### src/rtl/jesd204b_dl_framemark_gen_if.sv
`default_nettype none
// ============================================================================
// Module   : jesd204b_dl_framemark_gen_if
// Brief    : LMFC/enable inputs and per-octet frame/multiframe marker outputs
//            of the JESD204B data-link frame marker generator.
// Revision : 1.0 - initial release
// ============================================================================
interface jesd204b_dl_framemark_gen_if #(
    parameter int OCTETS_PER_BEAT = 4
) ();
    logic                       lmfc;
    logic                       enable;
    logic [OCTETS_PER_BEAT-1:0] sof;
    logic [OCTETS_PER_BEAT-1:0] eof;
    logic [OCTETS_PER_BEAT-1:0] som;
    logic [OCTETS_PER_BEAT-1:0] eom;
    logic                       marker_valid;
    logic                       lmfc_err;

    modport master (
        input  lmfc, enable,
        output sof, eof, som, eom, marker_valid, lmfc_err
    );

    modport slave (
        output lmfc, enable,
        input  sof, eof, som, eom, marker_valid, lmfc_err
    );
endinterface
`default_nettype wire

### src/rtl/jesd204b_dl_framemark_gen.sv
`default_nettype none
// ============================================================================
// Module   : jesd204b_dl_framemark_gen
// Brief    : JESD204B per-octet SOF/EOF/SOM/EOM marker generator started by
//            LMFC. Optional macro JESD204B_FM_REALIGN_EN realigns on a
//            misaligned LMFC pulse instead of only flagging it.
// Revision : 1.0 - initial release
// ============================================================================
module jesd204b_dl_framemark_gen #(
    parameter int OCTETS_PER_BEAT = 4,
    parameter int OCTETS_PER_FR   = 5,
    parameter int FRAMES_PER_MF   = 4,
    parameter int PIPE_STAGES     = 2
) (
    input  logic                          clk,
    input  logic                          reset_n,
    jesd204b_dl_framemark_gen_if.master   fm
);
    localparam int c_B     = OCTETS_PER_BEAT;
    localparam int c_M     = OCTETS_PER_FR * FRAMES_PER_MF;
    localparam int c_FW    = $clog2(OCTETS_PER_FR + c_B) + 1;
    localparam int c_PW    = $clog2(c_M + c_B) + 1;
    localparam int c_BUS_W = 4 * c_B + 2;

    localparam logic [c_FW-1:0] c_F_W      = c_FW'(OCTETS_PER_FR);
    localparam logic [c_FW-1:0] c_F_LAST   = c_FW'(OCTETS_PER_FR - 1);
    localparam logic [c_PW-1:0] c_M_W      = c_PW'(c_M);
    localparam logic [c_PW-1:0] c_B_P      = c_PW'(c_B);
    localparam logic [c_PW-1:0] c_P_LAST   = c_PW'(c_M - c_B);

    localparam logic [0:0] c_ST_IDLE = 1'b0;
    localparam logic [0:0] c_ST_RUN  = 1'b1;

    if ((c_M % c_B) != 0) begin : g_bad_mf_len
        $error("F*K must be a multiple of OCTETS_PER_BEAT");
    end
    if (!(c_B == 1 || c_B == 2 || c_B == 4 || c_B == 8)) begin : g_bad_beat
        $error("OCTETS_PER_BEAT must be 1, 2, 4 or 8");
    end

    // Values here are always below F + B, so B subtractions suffice (F=1, B=8 worst case).
    function automatic logic [c_FW-1:0] f_mod_f(input logic [c_FW-1:0] v);
        logic [c_FW-1:0] r;
        r = v;
        for (int k = 0; k < c_B; k++) begin
            if (r >= c_F_W) r = r - c_F_W;
        end
        return r;
    endfunction

    logic [0:0]      r_state;
    logic [0:0]      w_state_next;
    logic [c_PW-1:0] r_p;
    logic [c_PW-1:0] w_p_sum;
    logic [c_PW-1:0] w_p_adv;
    logic [c_PW-1:0] w_beat_p;
    logic [c_FW-1:0] r_fo;
    logic [c_FW-1:0] w_fo_adv;
    logic [c_FW-1:0] w_beat_fo;
    logic [c_FW-1:0] w_bit_fo [c_B];
    logic            w_active;
    logic            w_misalign;
    logic [c_B-1:0]  w_sof;
    logic [c_B-1:0]  w_eof;
    logic [c_B-1:0]  w_som;
    logic [c_B-1:0]  w_eom;
    logic [c_BUS_W-1:0] r_core;
    logic [c_BUS_W-1:0] w_out;

    assign w_p_sum  = r_p + c_B_P;
    assign w_p_adv  = (w_p_sum >= c_M_W) ? (w_p_sum - c_M_W) : w_p_sum;
    assign w_fo_adv = f_mod_f(r_fo + c_FW'(c_B));

    always_ff @(posedge clk or negedge reset_n) begin
        if (!reset_n) r_state <= c_ST_IDLE;
        else          r_state <= w_state_next;
    end

    always_comb begin
        w_state_next = r_state;
        case (r_state)
            c_ST_IDLE: if (fm.enable && fm.lmfc) w_state_next = c_ST_RUN;
            c_ST_RUN:  if (!fm.enable)           w_state_next = c_ST_IDLE;
            default:                             w_state_next = c_ST_IDLE;
        endcase
    end

    // Beat position chosen here is the one loaded into the core register at this edge.
    always_comb begin
        w_active   = 1'b0;
        w_misalign = 1'b0;
        w_beat_p   = '0;
        w_beat_fo  = '0;
        case (r_state)
            c_ST_IDLE: w_active = fm.enable && fm.lmfc;
            c_ST_RUN: begin
                w_active   = fm.enable;
                w_misalign = fm.enable && fm.lmfc && (w_p_adv != '0);
                if (fm.enable) begin
                    w_beat_p  = w_p_adv;
                    w_beat_fo = w_fo_adv;
                end
`ifdef JESD204B_FM_REALIGN_EN
                if (w_misalign) begin
                    w_beat_p  = '0;
                    w_beat_fo = '0;
                end
`endif
            end
            default: w_active = 1'b0;
        endcase
    end

    always_comb begin
        w_sof = '0;
        w_eof = '0;
        w_som = '0;
        w_eom = '0;
        for (int i = 0; i < c_B; i++) begin
            w_bit_fo[i] = f_mod_f(w_beat_fo + c_FW'(i));
            w_sof[i]    = w_active && (w_bit_fo[i] == '0);
            w_eof[i]    = w_active && (w_bit_fo[i] == c_F_LAST);
        end
        w_som[0]     = w_active && (w_beat_p == '0);
        w_eom[c_B-1] = w_active && (w_beat_p == c_P_LAST);
    end

    always_ff @(posedge clk or negedge reset_n) begin
        if (!reset_n) begin
            r_p    <= '0;
            r_fo   <= '0;
            r_core <= '0;
        end else begin
            r_p    <= w_beat_p;
            r_fo   <= w_beat_fo;
            r_core <= {w_active, w_misalign, w_eom, w_som, w_eof, w_sof};
        end
    end

    if (PIPE_STAGES == 0) begin : g_nopipe
        assign w_out = r_core;
    end else begin : g_pipe
        logic [c_BUS_W-1:0] r_pipe [PIPE_STAGES];
        always_ff @(posedge clk or negedge reset_n) begin
            if (!reset_n) begin
                for (int s = 0; s < PIPE_STAGES; s++) r_pipe[s] <= '0;
            end else begin
                r_pipe[0] <= r_core;
                for (int s = 1; s < PIPE_STAGES; s++) r_pipe[s] <= r_pipe[s-1];
            end
        end
        assign w_out = r_pipe[PIPE_STAGES-1];
    end

    assign {fm.marker_valid, fm.lmfc_err, fm.eom, fm.som, fm.eof, fm.sof} = w_out;

endmodule
`default_nettype wire
### src/flat_wrapper.sv
// flat-port wrapper written by rule: the top's interface ports become plain ports
module jesd204b_dl_framemark_gen_flat 
#(
    parameter int OCTETS_PER_BEAT = 4,
    parameter int OCTETS_PER_FR   = 5,
    parameter int FRAMES_PER_MF   = 4,
    parameter int PIPE_STAGES     = 2
)
  (clk, reset_n, fm_lmfc, fm_enable, fm_sof, fm_eof, fm_som, fm_eom, fm_marker_valid, fm_lmfc_err);
  jesd204b_dl_framemark_gen_if #(.OCTETS_PER_BEAT(OCTETS_PER_BEAT)) fm_i ();
  input  logic clk;
  input  logic reset_n;
  input wire logic [$bits(fm_i.lmfc)-1:0] fm_lmfc;
  input wire logic [$bits(fm_i.enable)-1:0] fm_enable;
  output wire logic [$bits(fm_i.sof)-1:0] fm_sof;
  output wire logic [$bits(fm_i.eof)-1:0] fm_eof;
  output wire logic [$bits(fm_i.som)-1:0] fm_som;
  output wire logic [$bits(fm_i.eom)-1:0] fm_eom;
  output wire logic [$bits(fm_i.marker_valid)-1:0] fm_marker_valid;
  output wire logic [$bits(fm_i.lmfc_err)-1:0] fm_lmfc_err;
  assign fm_i.lmfc = fm_lmfc;
  assign fm_i.enable = fm_enable;
  assign fm_sof = fm_i.sof;
  assign fm_eof = fm_i.eof;
  assign fm_som = fm_i.som;
  assign fm_eom = fm_i.eom;
  assign fm_marker_valid = fm_i.marker_valid;
  assign fm_lmfc_err = fm_i.lmfc_err;
  jesd204b_dl_framemark_gen #(.OCTETS_PER_BEAT(OCTETS_PER_BEAT), .OCTETS_PER_FR(OCTETS_PER_FR), .FRAMES_PER_MF(FRAMES_PER_MF), .PIPE_STAGES(PIPE_STAGES)) u_core (.clk(clk), .reset_n(reset_n), .fm(fm_i));
endmodule
### config.mk
export PLATFORM = sky130hd
export DESIGN_NAME = jesd204b_dl_framemark_gen_flat
export DESIGN_NICKNAME = d
export VERILOG_FILES = /design/src/rtl/jesd204b_dl_framemark_gen_if.sv /design/src/rtl/jesd204b_dl_framemark_gen.sv /design/src/flat_wrapper.sv
export SDC_FILE = /design/constraint.sdc
export NUM_CORES = 1
export LEC_CHECK = 0
export CORE_MARGIN = 4
export CORE_UTILIZATION = 25
export CTS_CLUSTER_SIZE = 24
export DETAILED_ROUTE_END_ITERATION = 12
export REMOVE_ABC_BUFFERS = 1
export SYNTH_ARGS = -nofsm -noshare
export SYNTH_HDL_FRONTEND = slang
export SYNTH_SLANG_ARGS = --single-unit
### constraint.sdc
create_clock -name clk -period 16.54 [get_ports clk]
set_input_delay 3.308 -clock clk [delete_from_list [all_inputs] [get_ports clk]]
set_output_delay 3.308 -clock clk [all_outputs]
set_load 0.02 [all_outputs]
==> results.cfg <==
[global_route]
antenna_found_initial = 0
grt_pass1_vias = 5303
grt_pass1_wl_microns = 25600
globalRouteOverflowTotal = 0
track_usage_pct = 11.2
grt_max_degree = 48

[final_layout]
fillers = 2582
layout-drive-gt1-share_pct = 9.44
antenna_cells = 0
fin_area_sq_mm = 0.00658
area_growth_pct = 8.63
final_nets = 789

[critical_path]
path_delay_family = simple AND/OR/NAND/NOR gates
rr_worst_depth = 45
r2r_setup_slack_ns = 4.77
cp-start-kind = register
crit_fanout = 15
critPathCapture = u_core.r_core[0]
critPathMostFrequentCell = ha_1
crit-reg2reg-launch = u_core.r_fo[2]
slowest_delay_ns = 0.79
timing_worst_setup_path_type = reg2reg
worst_setup_path_end_kind = register
critical_path.startpoint = u_core.r_fo[2]
timing.rr.end = u_core.r_core[0]
critPathBufInv = 7
arrival_ns = 11.98
worstPathRequired_ns = 16.74
slowest_stage = xnor2_1
path_depth = 45

[timing]
report.final.slew_viol_count = 0
relSlewSlack_pct = 27.7
finalHoldViolCount = 0
rsz0062_at_grt = false
finClkSkew_ns = 0.00540
setup_viol = 0
period_share_pct = 71.2
fmax_mhz = 84.9
setup-tns-final_ns = 0
setup_slack_ns = 4.77
period_minus_slack_ns = 11.77
worstMarginPinSlew_ns = 1.07

[drt]
viasPerCell = 5.44
dr_total_vias = 5828
antenna_left = 0
wl_per_cell_microns = 14.2
drt_iter0_drc = 579
drt-total-wl_microns = 15200
drc = 0
first_pass_iters = 5

[clocking]
ctsHtreeMaxLevel = 2
clock_latency_ns = 0.29
clk_pin_slew_ns = 0.07
cts_buffer_depth = 2
clock_sinks = 47
clockRootBuffer = clkbuf_16
cts_resized = 0
holdBufCountCts = 0
postCtsSetupBuffers = 0
cts_tree = yes
numCtsBuffers = 5

[synthesis]
syn-cell-area_sq_mm = 0.00606
ys_ff_latch = 47
yosysUniqueCellTypes = 108
ys.flop_type = dfrtp_1
ys_async_sr_fraction_pct = 100
synth-edff-count = 0
yosysTopAreaCellShare_pct = 19.4
seq_area_frac_synth_pct = 19.4
ys_warn_count = 0
synthCells = 760
yosysTopAreaCell = dfrtp_1
syn_avg_cell_area_sq_um = 7.97
synth.area.top_cells = dfrtp_1 (19%), ha_1 (7.0%), xnor2_1 (3.9%)

[placed_design]
gp_congestion = 0.910
dpl_worst_slack_ns = 4.93
numPortBuffers = 15
dp_hpwl_microns = 11600
post_dp_cell_area_sq_mm = 0.00641

[run_status]
outcome = complete, no violations

[flow_run]
maxCapViolCount = 0

[floorplanning]
core_region_area_sq_mm = 0.0237
dieArea_sq_mm = 0.0268
dieHeight_microns = 164
initial_core_util_pct = 25.6
placement_rows = 56
ios = 22
die_w_microns = 164

[hold_path]
hp-class = reg2reg
## metal layers
layer / track usage (%) / vias to the layer above / part of all wire [%]
li1: - / 2843 / -
met4: 3.24 / 0 / 1.9
met3: 1.56 / 26 / 5.9
met1: 15.3 / 2771 / 47
met2: 18.5 / 188 / 46
met5: 0 / - / 0
## layout make-up
cell class	instances	area, sq um	share of cell area, %
multi-input combinational	638	4520	68.6
sequential	47	1180	17.9
tap	319	399	6.06
inverter	43	165	2.51
timing repair buffer	16	153	2.32
clock buffer	5	125	1.90
clock inverter	3	46.3	0.703
## cells in the final DEF, fill, tap and decap left out, drive strengths merged, types with 6 or more instances in the layout
master	synthesis	layout
or3	6	6
nand2b	9	9
a22oi	11	11
nor2	61	61
or2	6	6
o211ai	12	12
a21o	12	12
o21ai	40	40
nor3	24	24
a21oi	47	47
a31oi	9	9
mux2	6	6
a21boi	6	6
clkdlybuf4s50	0	14
a32o	6	6
nand4	10	10
nand2	60	60
nand3	25	25
o31ai	9	9
inv	40	41
dfrtp	47	47
conb	1	6
mux2i	16	16
a211oi	20	20
and2	17	17
xnor2	29	29
o21a	6	6
nor2b	12	12
and3	16	16
ha	34	34
nor4	12	12
## worst min-delay path by stage
| stage | endpoint | depth (start not counted) | startpoint | slack, ns |
|---|---|---|---|---|
| after floorplan | u_core.g_pipe.r_pipe[18] | 0 | u_core.r_core[0] | 0.33 |
| after global placement | u_core.w_out[17] | 0 | u_core.g_pipe.r_pipe[35] | 0.33 |
| after detailed placement | u_core.w_out[17] | 0 | u_core.g_pipe.r_pipe[35] | 0.33 |
| after CTS | u_core.w_out[17] | 0 | u_core.g_pipe.r_pipe[35] | 0.35 |
| after global routing | u_core.g_pipe.r_pipe[21] | 0 | u_core.r_core[3] | 0.35 |
| final | u_core.w_out[1] | 0 | u_core.g_pipe.r_pipe[19] | 0.35 |
## sequential cells by signal (all words and copies together), names as in the netlist
register,cells
u_core.w_out,12
u_core.r_fo,5
u_core.r_core,12
u_core.g_pipe.r_pipe,12
u_core.r_p,6
## Yosys cell counts (5+ instances only)
cell / number
a211oi_1: 17
a21o_1: 12
a21oi_1: 47
a221o_1: 5
a221oi_1: 5
a22oi_1: 10
a31oi_1: 8
a32o_1: 5
and2_1: 16
and3_1: 15
buf_4: 18
clkbuf_1: 13
dfrtp_1: 47
ha_1: 34
inv_1: 36
mux2_2: 5
mux2i_1: 16
nand2_1: 56
nand2b_1: 9
nand3_1: 24
nand4_1: 10
nor2_1: 60
nor2b_1: 12
nor3_1: 22
nor3b_1: 5
nor4_1: 7
o211ai_1: 11
o21a_1: 6
o21ai_0: 36
o221ai_1: 5
o22ai_1: 5
o31ai_1: 8
or2_2: 5
or3_1: 6
xnor2_1: 27
## kinds of logic (layout without fill, tap and decap cells)
| logic type | after synthesis | count (layout) | synth area share (%) |
|---|---|---|---|
| muxes | 22 | 22 | 3.82 |
| DFF | 47 | 47 | 19.4 |
| AOI/OAI and AO/OA | 261 | 261 | 32.6 |
| xor gates and xnor gates | 35 | 35 | 5.66 |
| adders and majority gates | 34 | 34 | 7.02 |
| and+or+nand+nor | 280 | 280 | 25.1 |
| other | 1 | 6 | 0.0619 |
| buffers and inverters | 80 | 67 | 6.34 |
## through the flow
stage / util, % / std cells / hold WS, ns
2_1_floorplan: - / 728 / 0.331
3_3_place_gp: 27.1 / 1063 / 0.331
3_5_place_dp: 27.1 / 1063 / 0.335
4_1_cts: 27.8 / 1071 / 0.350
5_1_grt: 27.8 / 1071 / 0.353
6_report: 27.8 / 1071 / 0.347
Power is left out: the tool's default activity adds up to more than one toggle a clock period on the data nets, which glitch-free logic cannot reach.
